**config.mk**
```make
export PLATFORM = sky130hd
export DESIGN_NAME = regfile_sb
export DESIGN_NICKNAME = d
export VERILOG_FILES = /design/src/rtl/regfile_pkg.sv /design/src/rtl/regfile_rdport.sv /design/src/rtl/regfile_sb.sv
export SDC_FILE = /design/constraint.sdc
export NUM_CORES = 1
export LEC_CHECK = 0
export ABC_AREA = 1
export BUFFER_PORTS_ARGS = -buffer_cell sky130_fd_sc_hd__buf_2
export CELL_PAD_IN_SITES_DETAIL_PLACEMENT = 1
export CELL_PAD_IN_SITES_GLOBAL_PLACEMENT = 2
export CORE_ASPECT_RATIO = 1.5
export CORE_MARGIN = 4
export CORE_UTILIZATION = 33
export CTS_BUF_LIST = sky130_fd_sc_hd__clkbuf_8
export CTS_CLUSTER_SIZE = 28
export DETAILED_ROUTE_END_ITERATION = 6
export PLACE_DENSITY = 0.85
export RECOVER_POWER = 25
export SETUP_SLACK_MARGIN = 0.02
export SLEW_MARGIN = 30
export SYNTH_ARGS = -nofsm -noshare
export SYNTH_HDL_FRONTEND = slang
export SYNTH_SLANG_ARGS = --single-unit
```
**constraint.sdc**
```tcl
create_clock -name clock -period 1.3 [get_ports clock]
set_input_delay 0.065 -clock clock [delete_from_list [all_inputs] [get_ports clock]]
set_output_delay 0.065 -clock clock [all_outputs]
set_load 0.005 [all_outputs]
```
**src/rtl/regfile_pkg.sv**
```systemverilog
// Shared constants for the scoreboarded register file: default geometry,
// read-port limit and sticky error bit positions.
package regfile_pkg;

   localparam int unsigned DEF_WORD_WIDTH  = 16;
   localparam int unsigned DEF_IDX_WIDTH   = 4;
   localparam int unsigned DEF_NUM_RD      = 2;
   localparam int unsigned MAX_NUM_RD      = 4;

   localparam int unsigned ERR_W           = 2;
   localparam int unsigned ERR_WR_REG0     = 0;
   localparam int unsigned ERR_WR_NOT_PEND = 1;

endpackage

```
**src/rtl/regfile_rdport.sv**
```systemverilog
// One read port: index-to-data mux with optional same-cycle writeback
// forwarding and the matching scoreboard busy flag.
module regfile_rdport
   import regfile_pkg::*;
#(
   parameter  int unsigned WORD_WIDTH = DEF_WORD_WIDTH,
   parameter  int unsigned IDX_WIDTH  = DEF_IDX_WIDTH,
   parameter  int unsigned BYPASS     = 1,
   localparam int unsigned NUM_REGS   = 32'(1) << IDX_WIDTH
) (
   input  logic                                i_en,
   input  logic [NUM_REGS-1:0][WORD_WIDTH-1:0] i_regs,
   input  logic [NUM_REGS-1:0]                 i_pending,
   input  logic                                i_write,
   input  logic [IDX_WIDTH-1:0]                i_dst_idx,
   input  logic [WORD_WIDTH-1:0]               i_dst,
   input  logic [IDX_WIDTH-1:0]                i_src_idx,
   output logic [WORD_WIDTH-1:0]               o_data_c,
   output logic                                o_busy_c
);

   logic w_hit;

   // Reg0 is never forwarded so it keeps reading as zero.
   assign w_hit = (BYPASS != 0) && i_write && (i_dst_idx == i_src_idx) &&
                  (i_src_idx != '0);

   always_comb begin
      o_data_c = '0;
      o_busy_c = 1'b0;
      if (i_en) begin
         o_data_c = w_hit ? i_dst : i_regs[i_src_idx];
         o_busy_c = !w_hit && i_pending[i_src_idx];
      end
   end

endmodule

```
**src/rtl/regfile_sb.sv**
```systemverilog
// Register file with per-register pending scoreboard, NUM_RD combinational
// read ports, optional writeback forwarding and sticky error flags.
module regfile_sb
   import regfile_pkg::*;
#(
   parameter  int unsigned WORD_WIDTH = DEF_WORD_WIDTH,
   parameter  int unsigned IDX_WIDTH  = DEF_IDX_WIDTH,
   parameter  int unsigned NUM_RD     = DEF_NUM_RD,
   parameter  int unsigned BYPASS     = 1,
   localparam int unsigned NUM_REGS   = 32'(1) << IDX_WIDTH
) (
   input  logic                         clock,
   input  logic                         reset_n,
   input  logic                         in_write,
   input  logic [IDX_WIDTH-1:0]         in_dst_idx,
   input  logic [WORD_WIDTH-1:0]        in_dst,
   input  logic                         in_issue,
   input  logic [IDX_WIDTH-1:0]         in_issue_idx,
   input  logic [NUM_RD*IDX_WIDTH-1:0]  in_src_idx,
   output logic [NUM_RD*WORD_WIDTH-1:0] out_src,
   output logic [NUM_RD-1:0]            out_busy,
   output logic [ERR_W-1:0]             out_err,
   output logic [NUM_REGS-1:0]          out_pending
);

   logic [NUM_REGS-1:0][WORD_WIDTH-1:0] r_regs;
   logic [NUM_REGS-1:0]                 r_pending;
   logic [NUM_REGS-1:0]                 w_pending_nxt;
   logic [ERR_W-1:0]                    r_err;
   logic [ERR_W-1:0]                    w_err_set;
   logic                                w_wr_valid;
   logic                                w_iss_valid;

   assign w_wr_valid  = in_write && (in_dst_idx != '0);
   assign w_iss_valid = in_issue && (in_issue_idx != '0);

   // Issue is applied after writeback so a same-index issue keeps the bit set.
   always_comb begin
      w_pending_nxt = r_pending;
      if (w_wr_valid)  w_pending_nxt[in_dst_idx]   = 1'b0;
      if (w_iss_valid) w_pending_nxt[in_issue_idx] = 1'b1;
      w_err_set                  = '0;
      w_err_set[ERR_WR_REG0]     = in_write && (in_dst_idx == '0);
      w_err_set[ERR_WR_NOT_PEND] = w_wr_valid && !r_pending[in_dst_idx];
   end

   always_ff @(posedge clock or negedge reset_n) begin
      if (!reset_n) begin
         r_regs    <= '0;
         r_pending <= '0;
         r_err     <= '0;
      end else begin
         if (w_wr_valid) r_regs[in_dst_idx] <= in_dst;
         r_pending <= w_pending_nxt;
         r_err     <= r_err | w_err_set;
      end
   end

   assign out_pending = r_pending;
   assign out_err     = r_err;

   // Read ports are gated by reset_n so a forwarded write cannot leak out in reset.
   for (genvar k = 0; k < NUM_RD; k++) begin : g_rd
      regfile_rdport #(
         .WORD_WIDTH (WORD_WIDTH),
         .IDX_WIDTH  (IDX_WIDTH),
         .BYPASS     (BYPASS)
      ) u_rdport (
         .i_en      (reset_n),
         .i_regs    (r_regs),
         .i_pending (r_pending),
         .i_write   (in_write),
         .i_dst_idx (in_dst_idx),
         .i_dst     (in_dst),
         .i_src_idx (in_src_idx[k*IDX_WIDTH +: IDX_WIDTH]),
         .o_data_c  (out_src[k*WORD_WIDTH +: WORD_WIDTH]),
         .o_busy_c  (out_busy[k])
      );
   end

endmodule

```
# Yosys cells after proc, flatten, opt, wreduce, memory -nomap -nowiden

Cells that the tools add are included.

Output and inout port bits: 52
Input bits: 36
Register bits: 274

Equality and inequality tests: 2
Mux-type cells: 25
Bitwise gates (word level): 4
Reductions and logical operators: 20
Order comparisons: 6

Operator list:

| cell               | count |
|---|---|
| $bwmux 256         | 1 |
| $mux 16            | 9 |
| $bmux 16 s4        | 2 |
| $demux 16 s4       | 1 |
| $lt 4x5->1 const B | 4 |
| $and 16x16->16     | 1 |
| $not 16->16        | 1 |
| $or 16x16->16      | 1 |
| $reduce_bool 4->1  | 4 |
| $bmux 1 s4         | 3 |
| $logic_and 1x1->1  | 12 |
| $demux 1 s4        | 2 |
| $eq 4x4->1         | 2 |
| $ge 4x1->1 const B | 2 |
| $mux 1             | 7 |
| $logic_not 4->1    | 1 |
| $logic_not 1->1    | 3 |
| $or 2x2->2         | 1 |

# Depth between registers and ports, before layout

Word-level depth: 9
Gate-level depth with buffers: 11
Depth with buffers taken out: 9

# Cells and area by module

Synthesis repeated with hierarchy kept, for this count alone.

Cells, all modules: 2377
Area, all modules: 16109.2 um^2

Modules (own cells, without submodules):

| module         | cells each | area each (um^2) | seq. area each (um^2) | times used |
|---|---|---|---|---|
| regfile_sb     | 979        | 10100.9          | 6856.6                | 1 |
| regfile_rdport | 699        | 3004.1           | 0.0                   | 2 |

# Least setup slack after synthesis

OpenSTA, ideal clock, no wires.

Kind: in2out
Start: in in_src_idx[0]
End: out out_busy[0]
Buffers on the path: 4
Data required time: 1.235 ns
Stages on the path: 10
Path slack: 0.060 ns
Arrival: 1.175 ns
Cells stage by stage: buf_2 buf_2 clkbuf_1 nand2_1 nand3_1 nand2_1 a21oi_1 nor2_1 nor2_1 buf_4

Word-level cells in the longest chain between the ends: 6

RTL lines:

| item                                                               | line                 | RTL |
|---|---|---|
| start, declared                                                    | regfile_sb.sv:19     | `input logic [NUM_RD*IDX_WIDTH-1:0] in_src_idx,` |
| parallel branches: the longest is 4 deep, another holds $bmux 1 s4 | -                    |  |
| $logic_and 1x1->1 *                                                | regfile_rdport.sv:33 | `o_busy_c = !w_hit && i_pending[i_src_idx];` |
| $mux 1 *                                                           | regfile_rdport.sv:31 | `if (i_en) begin` |
| end, declared                                                      | regfile_sb.sv:21     | `output logic [NUM_RD-1:0] out_busy,` |

Mark *: on every way between the ends. The select of a mux whose other input is x is not followed.

# Final worst setup path

Start: in reset_n
End: out out_src[3]

Word-level cells in the longest chain between the ends: 1

RTL lines:

| item            | line                 | RTL |
|---|---|---|
| start, declared | regfile_sb.sv:13     | `input logic reset_n,` |
| $mux 16         | regfile_rdport.sv:31 |  |
| end, declared   | regfile_sb.sv:20     | `output logic [NUM_RD*WORD_WIDTH-1:0] out_src,` |

No other way between the ends.

==> impl_metrics.ini <==
[sta]
rsz0062_at_grt = yes
hold_ws_ns = 0.0447
min_period_ns = 1.93
setup_viol = 267
finalHoldViolations = 0
worstMarginPinSlew_ns = 0.981
fin_ws_ns = -0.627
slew_headroom = 0.346
slew_violations = 0
max_freq_mhz = 519
skew_ns = 0.00865
fin_crit_sh = 1.48

[die]
die_area_mm2 = 0.0511
ios = 88
core-area_mm2 = 0.0468
die_h_um = 275
die_w_um = 186
rows = 97
initial_utilization = 0.334

[outcome]
outcome = complete, but fails checks
violations = setup timing

[yosys]
synth_edf_count = 0
synthesis.area_mm2 = 0.0157
yosysSeqAreaShare = 0.438
async_reset_ff_frac = 1.00
synthFlopType = dfrtp_1
avgSynthCellArea_um2 = 6.83
ys_ff_latch = 274
synth_cells = 2292
synthesis.nets = 2328
ys.warnings.count = 0
synth.distinct_cells = 24

[finish]
final_nets = 2601
syn_to_final_growth_pct = 37.3
postLayoutCellArea_mm2 = 0.0215
num-fill-cells = 5758
multi_input_area_mm2 = 0.00891
seqCellArea_mm2 = 0.00686
final_layout_size_suffix_gt1_frac = 0.285

[global_route]
grt_pass1_wl_um = 114000
antenna_found_initial = 3
track_usage = 0.290
grt_pass1_vias = 19400
grt-ovfl-total = 0
grt_max_degree = 95

[routing]
drt_pass1_iterations = 5
route.detailed.drc = 0
drtIter0Drc = 1298
ant_nets = 0
vias = 18100
viasPerCell = 5.68
totalWireLength_um = 76400
wl_per_cell_um = 24.0

[power]
power_density_mw_per_mm2 = 1320
total_power_mw = 28.3
peakVddDrop_mv = 0.591
power_frac_clock = 0.266
p_comb_frac = 0.312
intPower_mw = 18.0
p_leak_nw = 10.1
switching_share = 0.363
switchingPower_mw = 10.3
power_frac_seq = 0.422

[clock_tree]
cts_tree = built
clock-sinks = 274
cts_buffers = 45
root_buffer = clkbuf_8
clk_pin_slew_worst_paths_ns = 0.07
clk_latency_ns = 0.59
h-tree-depth = 2
clockBufferDepth = 3

[place]
place_hpwl_um = 50400
numPortBuffers = 87
postPlaceCellArea_mm2 = 0.0184
gp_congestion = 0.909

[critical_path]
end_kind = output port
critical_path_arrival_ns = 1.86
path_max_fanout = 18
start_kind = input pin
crit_type = input pin to output port
required_ns = 1.24

[run]
drv_cap = 0

[min_path]
hold_class = input pin to register
[state kept, by name, indices dropped and copies added (netlist names)]
register	flops
out_err	2
r_regs	256
out_pending	16
[critical path, stage by stage]
cell      delay (ns)
clkbuf_2        0.48
clkbuf_1        0.17
clkbuf_2        0.23
clkbuf_2        0.19
buf_8           0.18
buf_6           0.16
o21ai_0         0.11
a21oi_2         0.13
buf_2           0.13
[synthesized netlist by cell type (2+ instances only)]
cell type	instances	area, um^2
nor2_1	145	544
nand2_1	762	2860
dfrtp_1	274	6860
nor2_2	7	43.8
o21ai_0	171	856
clkbuf_1	96	360
inv_2	4	15.0
buf_1	20	75.1
clkinv_1	5	18.8
a21oi_1	166	831
o22ai_1	7	43.8
nor2_4	2	22.5
buf_2	78	390
nand4_1	17	106
inv_1	76	285
buf_4	4	30.0
nand3_1	451	2260
[worst paths after layout]
path                           startpoint           to  cells after the start  slack, ns
setup / recovery                  reset_n   out_src[3]                      9      -0.63
hold / removal              in_dst_idx[3]   out_err[1]                      5       0.04
max in group asynchronous         reset_n  r_regs[106]                      6      -0.30
setup reg to reg           out_pending[5]   out_err[1]                      9       0.01
min in group asynchronous         reset_n  r_regs[189]                      7       0.89
hold reg to reg                 r_regs[4]    r_regs[4]                      0       0.40
[power by group through the flow]
stage / logic [mW] / registers [mW] / clock network, mW
floorplan: 4.02 / 11.5 / 0
global placement: 6.56 / 11.9 / 0
detailed placement: 6.86 / 12.0 / 0
CTS: 7.89 / 11.9 / 7.68
global route: 9.69 / 12.1 / 8.00
finish: 8.83 / 11.9 / 7.54
[stage by stage]
stage	setup slack [ns]	setup TNS (ns)	cells	util
2_1_floorplan	0.0602	0	2292	-
3_3_place_gp	-0.459	-24.58	3002	0.393
3_5_place_dp	-0.490	-34.00	3002	0.393
4_1_cts	-0.670	-18.23	3146	0.443
5_1_grt	-0.685	-58.55	3189	0.459
6_report	-0.627	-48.59	3191	0.459
[cell families (layout without fill, tap and decap cells)]
kind of cell | Yosys count | count (layout) | share of synthesized area
buffers and inverters | 283 | 585 | 0.0750
DFF | 274 | 274 | 0.438
and+or+nand+nor | 1388 | 1388 | 0.375
AOI/OAI and AO/OA | 347 | 347 | 0.112
other | 0 | 3 | 0
[layer usage]
metal	routed length [um]	track usage	vias to the layer above	share of wire
li1	-	-	8071	-
met1	28500	0.325	9029	0.37
met2	37700	0.503	725	0.49
met3	4350	0.0478	311	0.057
met4	5870	0.185	2	0.077
met5	16	0	-	0.00021
[cells in the final DEF (no fill, tap or decap), drive strengths merged]
master        synthesis  final
nand2               762    762
nand3               452    452
buf                 102    366
dfrtp               274    274
o21ai               172    172
a21oi               166    166
nor2                154    154
inv                  80     97
clkbuf               96     79
dlygate4sd3           0     33
nand4                17     17
clkinv                5      8
o22ai                 7      7
diode                 0      3
nor3                  2      2
dlymetal6s4s          0      2
a21o                  1      1
o21bai                1      1
and2                  1      1
[area by class of cell]
class | count | share of cell area
well taps | 594 | 0.0346
clock inverters | 20 | 0.00390
clock buffers | 56 | 0.0358
flip-flops and latches | 274 | 0.319
multi-input cells | 1735 | 0.414
inverters | 85 | 0.0152
diodes | 3 | 0.000349
repair buffers | 424 | 0.177
[what timing repair did]
item,CTS,global route
setup endpoints to repair,42,154
setup buffers,31,45
gates cloned,0,1
resized for setup,196,171
endpoints found under the hold margin,398,0
pin swaps,123,126
hold buffers,40,0
(Power assumes the default switching activity.)
